**config.mk**
```make
export PLATFORM = sky130hd
export DESIGN_NAME = alu_result_buffer_flat
export DESIGN_NICKNAME = d
export VERILOG_FILES = /design/src/rtl/alu_result_buffer_if.sv /design/src/rtl/alu_result_buffer.sv /design/src/flat_wrapper.sv
export SDC_FILE = /design/constraint.sdc
export NUM_CORES = 1
export LEC_CHECK = 0
export BUFFER_PORTS_ARGS = -buffer_cell sky130_fd_sc_hd__buf_2
export CORE_MARGIN = 8
export CORE_UTILIZATION = 45
export CTS_CLUSTER_DIAMETER = 100
export DETAILED_ROUTE_END_ITERATION = 10
export PLACE_DENSITY = 0.68
export RECOVER_POWER = 50
export SLEW_MARGIN = 30
export SYNTH_ARGS = -nofsm -noshare
export SYNTH_HDL_FRONTEND = slang
export SYNTH_SLANG_ARGS = --single-unit
```
**constraint.sdc**
```tcl
create_clock -name clk -period 2.5 [get_ports clk]
set_input_delay 0 -clock clk [delete_from_list [all_inputs] [get_ports clk]]
set_output_delay 0 -clock clk [all_outputs]
set_load 0.02 [all_outputs]
```
**src/rtl/alu_result_buffer_if.sv**
```systemverilog
// alu_result_buffer_if: bundles the ALU-facing capture signals, the consumer
// valid/ready handshake and the debug status of alu_result_buffer.
//   master : the environment (ALU plus consumer); drives alu_*, out_ready.
//   slave  : the buffer; drives out_*, count, full, empty, drop_cnt, err_cnt.
// Optional macro ALU_RESULT_BUFFER_PARITY_EN adds out_par and par_err.
interface alu_result_buffer_if #(
  parameter int unsigned DEPTH  = 4,
  parameter int unsigned DATA_W = 16,
  parameter int unsigned OP_W   = 3,
  parameter int unsigned CNT_W  = 8
) ();

  logic [OP_W-1:0]              alu_opcode;
  logic                         alu_valid;
  logic [DATA_W-1:0]            alu_result;
  logic                         out_valid;
  logic                         out_ready;
  logic [DATA_W-1:0]            out_data;
  logic [OP_W-1:0]              out_tag;
  logic [$clog2(DEPTH+1)-1:0]   count;
  logic                         full;
  logic                         empty;
  logic [CNT_W-1:0]             drop_cnt;
  logic [CNT_W-1:0]             err_cnt;
`ifdef ALU_RESULT_BUFFER_PARITY_EN
  logic                         out_par;
  logic                         par_err;
`endif

  modport master (
    output alu_opcode, alu_valid, alu_result, out_ready,
    input  out_valid, out_data, out_tag, count, full, empty, drop_cnt, err_cnt
`ifdef ALU_RESULT_BUFFER_PARITY_EN
    , input out_par, par_err
`endif
  );

  modport slave (
    input  alu_opcode, alu_valid, alu_result, out_ready,
    output out_valid, out_data, out_tag, count, full, empty, drop_cnt, err_cnt
`ifdef ALU_RESULT_BUFFER_PARITY_EN
    , output out_par, par_err
`endif
  );

endinterface

```
**src/rtl/alu_result_buffer.sv**
```systemverilog
// alu_result_buffer: captures registered ALU results, tags each with the opcode
// that produced it (the opcode seen one cycle earlier), queues them in a
// first-word-fall-through FIFO and drains them over a valid/ready handshake.
// Saturating debug counters record results dropped on overflow and
// invalid-opcode cycles.
// Ports:
//   clk  - clock, rising edge
//   rst  - synchronous reset, active low
//   bus  - alu_result_buffer_if.slave (ALU capture, consumer handshake, status)
// Optional macro ALU_RESULT_BUFFER_PARITY_EN: stores an even-parity bit per
// entry and exposes out_par / par_err.
module alu_result_buffer #(
  parameter int unsigned DEPTH  = 4,  // power of two, >= 2
  parameter int unsigned DATA_W = 16,
  parameter int unsigned OP_W   = 3,
  parameter int unsigned CNT_W  = 8
) (
  input logic                clk,
  input logic                rst,
  alu_result_buffer_if.slave bus
);

  localparam int unsigned PtrW   = $clog2(DEPTH);
  localparam int unsigned CountW = $clog2(DEPTH + 1);
`ifdef ALU_RESULT_BUFFER_PARITY_EN
  localparam int unsigned EntryW = 1 + OP_W + DATA_W;
`else
  localparam int unsigned EntryW = OP_W + DATA_W;
`endif
  localparam logic [OP_W-1:0]   OpMaxLegal = OP_W'(5);
  localparam logic [CountW-1:0] CountFull  = CountW'(DEPTH);

  logic [OP_W-1:0]   op_q, op_d;
  logic [PtrW-1:0]   wr_ptr_q, wr_ptr_d;
  logic [PtrW-1:0]   rd_ptr_q, rd_ptr_d;
  logic [CountW-1:0] count_q, count_d;
  logic [CNT_W-1:0]  drop_cnt_q, drop_cnt_d;
  logic [CNT_W-1:0]  err_cnt_q, err_cnt_d;
  logic [EntryW-1:0] mem_q [DEPTH];

  logic              full, empty, push, pop;
  logic [EntryW-1:0] wr_entry;
  logic [EntryW-1:0] head;

  always_comb begin
    full  = (count_q == CountFull);
    empty = (count_q == '0);
    pop   = !empty && bus.out_ready;
    // A full FIFO still accepts a result when the head leaves in the same cycle.
    push  = bus.alu_valid && (!full || pop);

    op_d = bus.alu_opcode;

    // Pointers wrap naturally because DEPTH is a power of two.
    wr_ptr_d = push ? wr_ptr_q + PtrW'(1) : wr_ptr_q;
    rd_ptr_d = pop  ? rd_ptr_q + PtrW'(1) : rd_ptr_q;

    count_d = count_q;
    case ({push, pop})
      2'b10:   count_d = count_q + CountW'(1);
      2'b01:   count_d = count_q - CountW'(1);
      default: count_d = count_q;
    endcase

    drop_cnt_d = drop_cnt_q;
    if (bus.alu_valid && !push && (drop_cnt_q != '1)) begin
      drop_cnt_d = drop_cnt_q + CNT_W'(1);
    end

    // The ALU flags an illegal opcode by presenting 16'hDEAD with valid low.
    err_cnt_d = err_cnt_q;
    if (!bus.alu_valid && (op_q > OpMaxLegal) && (err_cnt_q != '1)) begin
      err_cnt_d = err_cnt_q + CNT_W'(1);
    end

`ifdef ALU_RESULT_BUFFER_PARITY_EN
    wr_entry = {^bus.alu_result, op_q, bus.alu_result};
`else
    wr_entry = {op_q, bus.alu_result};
`endif
  end

  always_ff @(posedge clk) begin
    if (!rst) begin
      op_q       <= '0;
      wr_ptr_q   <= '0;
      rd_ptr_q   <= '0;
      count_q    <= '0;
      drop_cnt_q <= '0;
      err_cnt_q  <= '0;
    end else begin
      op_q       <= op_d;
      wr_ptr_q   <= wr_ptr_d;
      rd_ptr_q   <= rd_ptr_d;
      count_q    <= count_d;
      drop_cnt_q <= drop_cnt_d;
      err_cnt_q  <= err_cnt_d;
    end
  end

  // Storage needs no reset: empty masks the head to zero.
  always_ff @(posedge clk) begin
    if (rst && push) begin
      mem_q[wr_ptr_q] <= wr_entry;
    end
  end

  assign head = mem_q[rd_ptr_q];

  assign bus.out_valid = !empty;
  assign bus.out_data  = empty ? '0 : head[DATA_W-1:0];
  assign bus.out_tag   = empty ? '0 : head[DATA_W +: OP_W];
  assign bus.count     = count_q;
  assign bus.full      = full;
  assign bus.empty     = empty;
  assign bus.drop_cnt  = drop_cnt_q;
  assign bus.err_cnt   = err_cnt_q;

`ifdef ALU_RESULT_BUFFER_PARITY_EN
  logic par_err_q, par_err_d;

  always_comb begin
    // Recompute parity of the departing word and compare with the stored bit.
    par_err_d = pop && ((^head[DATA_W-1:0]) != head[EntryW-1]);
  end

  always_ff @(posedge clk) begin
    if (!rst) begin
      par_err_q <= 1'b0;
    end else begin
      par_err_q <= par_err_d;
    end
  end

  assign bus.out_par = empty ? 1'b0 : head[EntryW-1];
  assign bus.par_err = par_err_q;
`endif

endmodule

```
**src/flat_wrapper.sv**
```systemverilog
// flat-port wrapper written by rule: the top's interface ports become plain ports
module alu_result_buffer_flat 
#(
  parameter int unsigned DEPTH  = 4,                       
  parameter int unsigned DATA_W = 16,
  parameter int unsigned OP_W   = 3,
  parameter int unsigned CNT_W  = 8
)
  (clk, rst, bus_alu_opcode, bus_alu_valid, bus_alu_result, bus_out_ready, bus_out_valid, bus_out_data, bus_out_tag, bus_count, bus_full, bus_empty, bus_drop_cnt, bus_err_cnt);
  alu_result_buffer_if #(.DEPTH(DEPTH), .DATA_W(DATA_W), .OP_W(OP_W), .CNT_W(CNT_W)) bus_i ();
  input logic clk;
  input logic rst;
  input wire logic [$bits(bus_i.alu_opcode)-1:0] bus_alu_opcode;
  input wire logic [$bits(bus_i.alu_valid)-1:0] bus_alu_valid;
  input wire logic [$bits(bus_i.alu_result)-1:0] bus_alu_result;
  input wire logic [$bits(bus_i.out_ready)-1:0] bus_out_ready;
  output wire logic [$bits(bus_i.out_valid)-1:0] bus_out_valid;
  output wire logic [$bits(bus_i.out_data)-1:0] bus_out_data;
  output wire logic [$bits(bus_i.out_tag)-1:0] bus_out_tag;
  output wire logic [$bits(bus_i.count)-1:0] bus_count;
  output wire logic [$bits(bus_i.full)-1:0] bus_full;
  output wire logic [$bits(bus_i.empty)-1:0] bus_empty;
  output wire logic [$bits(bus_i.drop_cnt)-1:0] bus_drop_cnt;
  output wire logic [$bits(bus_i.err_cnt)-1:0] bus_err_cnt;
  assign bus_i.alu_opcode = bus_alu_opcode;
  assign bus_i.alu_valid = bus_alu_valid;
  assign bus_i.alu_result = bus_alu_result;
  assign bus_i.out_ready = bus_out_ready;
  assign bus_out_valid = bus_i.out_valid;
  assign bus_out_data = bus_i.out_data;
  assign bus_out_tag = bus_i.out_tag;
  assign bus_count = bus_i.count;
  assign bus_full = bus_i.full;
  assign bus_empty = bus_i.empty;
  assign bus_drop_cnt = bus_i.drop_cnt;
  assign bus_err_cnt = bus_i.err_cnt;
  alu_result_buffer #(.DEPTH(DEPTH), .DATA_W(DATA_W), .OP_W(OP_W), .CNT_W(CNT_W)) u_core (.clk(clk), .rst(rst), .bus(bus_i));
endmodule
```
==> results of run 1 <==
[critical path, cell delays in order (launching register included)]
cell     delay [ps]
dfxtp_1         510
o31ai_1         140
or2_2           310
fa_1            420
or3b_1          390
a31oi_1         180
a21oi_1          80
[power groups by stage]
| stage | Sequential, mW | Clock (mW) | Combinational, mW |
|---|---|---|---|
| 2_1_floorplan | 2.00 | 0 | 0.609 |
| 3_3_place_gp | 2.01 | 0 | 0.834 |
| 3_5_place_dp | 2.01 | 0 | 0.840 |
| 4_1_cts | 1.97 | 0.956 | 0.870 |
| 5_1_grt | 1.98 | 1.02 | 0.921 |
| 6_report | 1.97 | 0.921 | 0.841 |
[cell families after synthesis]
kind of cell | Yosys count | share of synthesized area, %
AO/OA/AOI/OAI | 34 | 5.31
adder cells (fa/ha/maj) | 7 | 2.23
multiplexers | 22 | 10.7
AND/OR/NAND/NOR | 78 | 10.4
flip-flops | 104 | 66.6
buffers and inverters | 26 | 2.90
XOR/XNOR | 9 | 1.85
[sequential cells by signal, indices dropped and copies added (netlist names), named ones only]
name,flops
u_core.op_q,3
u_core.mem_q,76
u_core.wr_ptr_q,2
u_core.bus.err_cnt,8
u_core.bus.count,3
u_core.bus.drop_cnt,8
u_core.rd_ptr_q,2
[area by class of cell]
type	count	area (um2)
clock inverter	5	40.0
tap	129	161
clock buffer	10	128
multi-input combinational	150	1300
sequential	104	2840
inverter	14	52.6
timing repair buffer	93	552
fill	792	4160
[metal layers]
| metal | vias up | share of wire [%] |
|---|---|---|
| met5 | - | 0 |
| met4 | 0 | 0.67 |
| met3 | 5 | 5.8 |
| met2 | 54 | 49 |
| met1 | 1213 | 44 |
| li1 | 1228 | - |
[path summary, 6_finish.rpt]
kind	slack [ps]	from	endpoint
setup / recovery	360	u_core.bus.count[1]$_SDFFE_PN0P_	u_core.bus.count[2]$_SDFFE_PN0P_
hold / removal	70	bus_out_ready	flip-flop
setup reg to reg	360	u_core.bus.count[1]$_SDFFE_PN0P_	u_core.bus.count[2]$_SDFFE_PN0P_
hold reg to reg	480	u_core.op_q[0]$_SDFF_PN0_	u_core.mem_q[3][16]$_DFFE_PP_
[synth_stat cells (2+ instances only)]
library cell	n
edfxtp_1	76
dfxtp_1	28
and2_1	25
nor2_1	21
mux4_2	19
inv_1	14
a21oi_1	9
xor2_1	8
o21ai_0	7
ha_1	6
nand3_1	6
clkbuf_1	5
nand2_1	4
o31ai_1	4
or4_1	4
mux2i_1	3
nand4_1	3
o211ai_1	3
or3_1	3
a211oi_1	2
buf_2	2
buf_4	2
buf_6	2
nor3_1	2
o21a_1	2
or2_2	2
[metrics by stage]
stage | power, mW | hold slack [ps] | util (%) | std cells | cell area [um2]
after floorplan | 2.61 | 98.9 | - | 280 | 4270
after global routing | 3.91 | 75.3 | 54.9 | 505 | 5080
after CTS | 3.80 | 57.4 | 55.6 | 505 | 5130
after global placement | 2.84 | 210 | 51.3 | 467 | 4740
final | 3.73 | 70.7 | 54.9 | 505 | 5080
after detailed placement | 2.85 | 211 | 51.3 | 467 | 4740
==> flow_summary.json, run 1 <==
{
  "final-setup-viol-count": 0,
  "synth_seq_area_share_pct": 66.6,
  "die-width_um": 113,
  "nets": 402,
  "swShare_pct": 29.0,
  "mostFrequentLayoutCells": "76 x edfxtp_1, 38 x clkbuf_1, 28 x dfxtp_1, 26 x buf_2",
  "min_period_over_period_pct": 85.8,
  "grt_use_met2_pct": 20.8,
  "outcome": "finished clean",
  "grt_first_pass_wirelength_um": 12500,
  "finalWirelength_um": 7630,
  "rr_worst_depth": 6,
  "fp.dieH_um": 113,
  "met1_usage_pct": 14.3,
  "yosys_warnings": 0,
  "route.vias.total": 2500,
  "critical_path.max_fanout": 10,
  "path_class": "flip-flop to flip-flop",
  "period_minus_slack_ps": 2140,
  "hold_viol_final": 0,
  "overflow": 0,
  "use_met3_pct": 5.07,
  "setup_slack_ps": 355,
  "path_clk_slew_ps": 100,
  "syn-cell-area_mm2": 0.00427,
  "min_path_cells": 4,
  "drt_pass1_iterations": 4,
  "grt-busiest-layer": "met2",
  "initial_core_util_pct": 46.2,
  "power_density_mw_per_mm2": 734,
  "hpwl_um": 4960,
  "htreeDepth": 3,
  "final_common_cell": "edfxtp_1",
  "syn_inst": 280,
  "drc_errors": 0,
  "cts_tree": "yes",
  "synth_nets": 310,
  "rsz0062_at_grt": "no",
  "clock_sinks": 104,
  "skew_ps": 10.3,
  "place_ws_ps": 330,
  "cp-start-kind": "flip-flop",
  "slew_violations": 0,
  "grt_pass1_vias": 2601,
  "grtUsageTotal_pct": 12.4,
  "cts_resized": 0,
  "root_buffer": "clkbuf_8",
  "tightest_slew_ps": 574,
  "diodes": 0,
  "clockBufferDepth": 2,
  "synth_top_area_share_pct": 53.5,
  "p_int_mw": 2.65,
  "cts-buffers-inserted": 9,
  "p_clk_share_pct": 24.7,
  "synthArstFlopShare_pct": 0,
  "grt_max_degree": 24,
  "pwr-share-seq_pct": 52.7,
  "yosys-top-cells-area": "edfxtp_1 53%, dfxtp_1 13%, mux4_2 10%, and2_1 3.7%, nor2_1 1.8%",
  "pin_count": 64,
  "synthToLayoutAreaGrowth_pct": 18.9,
  "fp.coreArea_mm2": 0.00924,
  "portBuffers": 63,
  "ir_worst_vdd_mv": 0.350,
  "cp_data_arrival_time_ps": 2390,
  "hold_buffers": 23,
  "post-cts-setup-buffers": 0,
  "clk_latency_ps": 360,
  "worst_hold_path_type": "input port to flip-flop",
  "timing.fmax_ghz": 0.466,
  "power_leakage_nw": 1.75,
  "synth_ff_type": "edfxtp_1",
  "tns_ps": 0,
  "synth.largest_area_cell": "edfxtp_1",
  "antenna_found_initial": 0,
  "wire_per_inst_um": 15.1,
  "dieArea_mm2": 0.0129,
  "place.gp.congestion": 0.791,
  "ys_seq_elements": 104,
  "drt_iter0_drc": 70,
  "p_comb_share_pct": 22.6,
  "relSlewSlack_pct": 61.3,
  "endpoint_kind": "flip-flop",
  "avgViaCountPerCell": 4.95,
  "cp.required_ps": 2750,
  "rows": 35,
  "drive_gt1_share_pct": 19.7,
  "synth_edf_count": 76,
  "ys_types": 44,
  "ant_nets": 0,
  "synth.avg_cell_area_um2": 15.2,
  "p_sw_mw": 1.08,
  "drv_cap": 0
}
No activity file was read; power rests on OpenSTA's default activity.
==> run 2: changes to the inputs <==
RECOVER_POWER = unset   (was 50)
==> flow_summary.json, run 2 (synthesized netlist as in run 1, its figures left out) <==
{
  "cp-start-kind": "flip-flop",
  "use_met3_pct": 5.07,
  "die-width_um": 113,
  "route.vias.total": 2514,
  "path_class": "flip-flop to flip-flop",
  "period_minus_slack_ps": 2200,
  "swShare_pct": 29.0,
  "dp_cells": 467,
  "avgViaCountPerCell": 4.98,
  "largest_reg_flops": 76,
  "cts-buffers-inserted": 9,
  "power_leakage_nw": 1.88,
  "regMostFlops": "u_core.mem_q",
  "place.gp.congestion": 0.791,
  "hpwl_um": 4960,
  "relSlewSlack_pct": 62.6,
  "finalWirelength_um": 7670,
  "hold_viol_final": 0,
  "p_comb_share_pct": 22.7,
  "outcome": "finished clean",
  "overflow": 0,
  "synthToLayoutAreaGrowth_pct": 20.3,
  "timing.fmax_ghz": 0.454,
  "ant_nets": 0,
  "final-setup-viol-count": 0,
  "grtUsageTotal_pct": 12.4,
  "tns_ps": 0,
  "htreeDepth": 3,
  "rsz0062_at_grt": "no",
  "p_sw_mw": 1.09,
  "cts_tree": "yes",
  "drv_cap": 0,
  "diodes": 0,
  "cp_data_arrival_time_ps": 2450,
  "initial_core_util_pct": 46.2,
  "endpoint_kind": "flip-flop",
  "drt_pass1_iterations": 4,
  "antenna_found_initial": 0,
  "drt_iter0_drc": 70,
  "grt_max_degree": 24,
  "cp_num_buf_inv": 0,
  "grt_use_met2_pct": 20.8,
  "cp.required_ps": 2750,
  "skew_ps": 11.0,
  "clk_latency_ps": 360,
  "portBuffers": 63,
  "grt_first_pass_wirelength_um": 12500,
  "ff2ff_setup_slack_ps": 300,
  "slew_violations": 0,
  "root_buffer": "clkbuf_8",
  "p_int_mw": 2.66,
  "post-cts-setup-buffers": 0,
  "hold_buffers": 23,
  "pin_count": 64,
  "drc_errors": 0,
  "whs_ps": 65.8,
  "cp_top_family": "simple AND/OR/NAND/NOR gates",
  "mostFrequentLayoutCells": "76 x edfxtp_1, 63 x buf_2, 28 x dfxtp_1, 25 x and2_1, 23 x dlygate4sd3_1",
  "layoutNonFillerInstCount": 505,
  "fp.dieH_um": 113,
  "power_density_mw_per_mm2": 730,
  "grt_pass1_vias": 2601,
  "clock_sinks": 104,
  "drive_gt1_share_pct": 30.1,
  "tightest_slew_ps": 560,
  "wire_per_inst_um": 15.2,
  "worst_hold_path_type": "input port to flip-flop",
  "fp.coreArea_mm2": 0.00924,
  "nets": 402,
  "grt-busiest-layer": "met2",
  "critical_path.max_fanout": 10,
  "p_clk_share_pct": 24.7,
  "met1_usage_pct": 14.3,
  "clockBufferDepth": 2,
  "cp_cell_sequence": "o31ai_1, or2_2, fa_1, or3b_1, a31oi_1, a21oi_1",
  "slowest_delay_ps": 560,
  "pwr-share-seq_pct": 52.6,
  "ir_worst_vdd_mv": 0.366,
  "dieArea_mm2": 0.0129,
  "min_period_over_period_pct": 88.1,
  "path_clk_slew_ps": 100,
  "rows": 35,
  "critPathSlowestCell": "dfxtp_1",
  "final_common_cell": "edfxtp_1",
  "post-route-util_pct": 55.6,
  "cts_resized": 0
}
-- run 2: cell types whose count changed in the layout (fill, tap and decap cells not counted) --
cell / delta
a21bo_2: +1
o21ai_0: -1
a21bo_1: -1
and2_1: +2
nor3b_4: +1
o21ai_1: +1
clkbuf_1: -37
nor3b_1: -1
buf_2: +37
and2_0: -2
-- run 2: tightest hold or removal path, cell delays in order --
cell,delay [ps]
buf_2,140
nand3_1,100
xor2_1,70
nor2_1,70
-- run 2: final cells by class --
class / count / area (um2)
clock buffers: 10 / 128
clock inverters: 5 / 40.0
fillers: 769 / 4110
inverters: 14 / 52.6
multi-input cells: 150 / 1310
flip-flops and latches: 104 / 2840
well taps: 129 / 161
repair buffers: 93 / 598
-- run 2: power groups by stage --
stage,clock (mW),combinational (mW),sequential [mW]
floorplan,0,0.609,2.00
global placement,0,0.834,2.01
detailed placement,0,0.840,2.01
CTS,0.956,0.870,1.97
global route,1.02,0.933,1.98
finish,0.926,0.851,1.97
-- run 2: routing by layer --
metal,up-vias,wire [um]
met5,-,0
met4,0,65
met3,8,500
met2,58,3730
met1,1219,3370
li1,1229,-
-- run 2: final timing paths --
kind / startpoint / end / depth (start not counted)
setup / recovery: u_core.bus.count[1]$_SDFFE_PN0P_ / u_core.bus.count[2]$_SDFFE_PN0P_ / 6
hold / removal: bus_out_ready / flip-flop / 4
setup reg to reg: u_core.bus.count[1]$_SDFFE_PN0P_ / u_core.bus.count[2]$_SDFFE_PN0P_ / 6
hold reg to reg: u_core.op_q[0]$_SDFF_PN0_ / u_core.mem_q[3][16]$_DFFE_PP_ / 0
-- run 2: metrics by stage --
step	total power, mW	cell area, um2	setup slack (ps)
2_1_floorplan	2.61	4270	38.6
3_3_place_gp	2.84	4740	416
3_5_place_dp	2.85	4740	330
4_1_cts	3.80	5130	306
5_1_grt	3.93	5130	145
6_report	3.75	5130	298
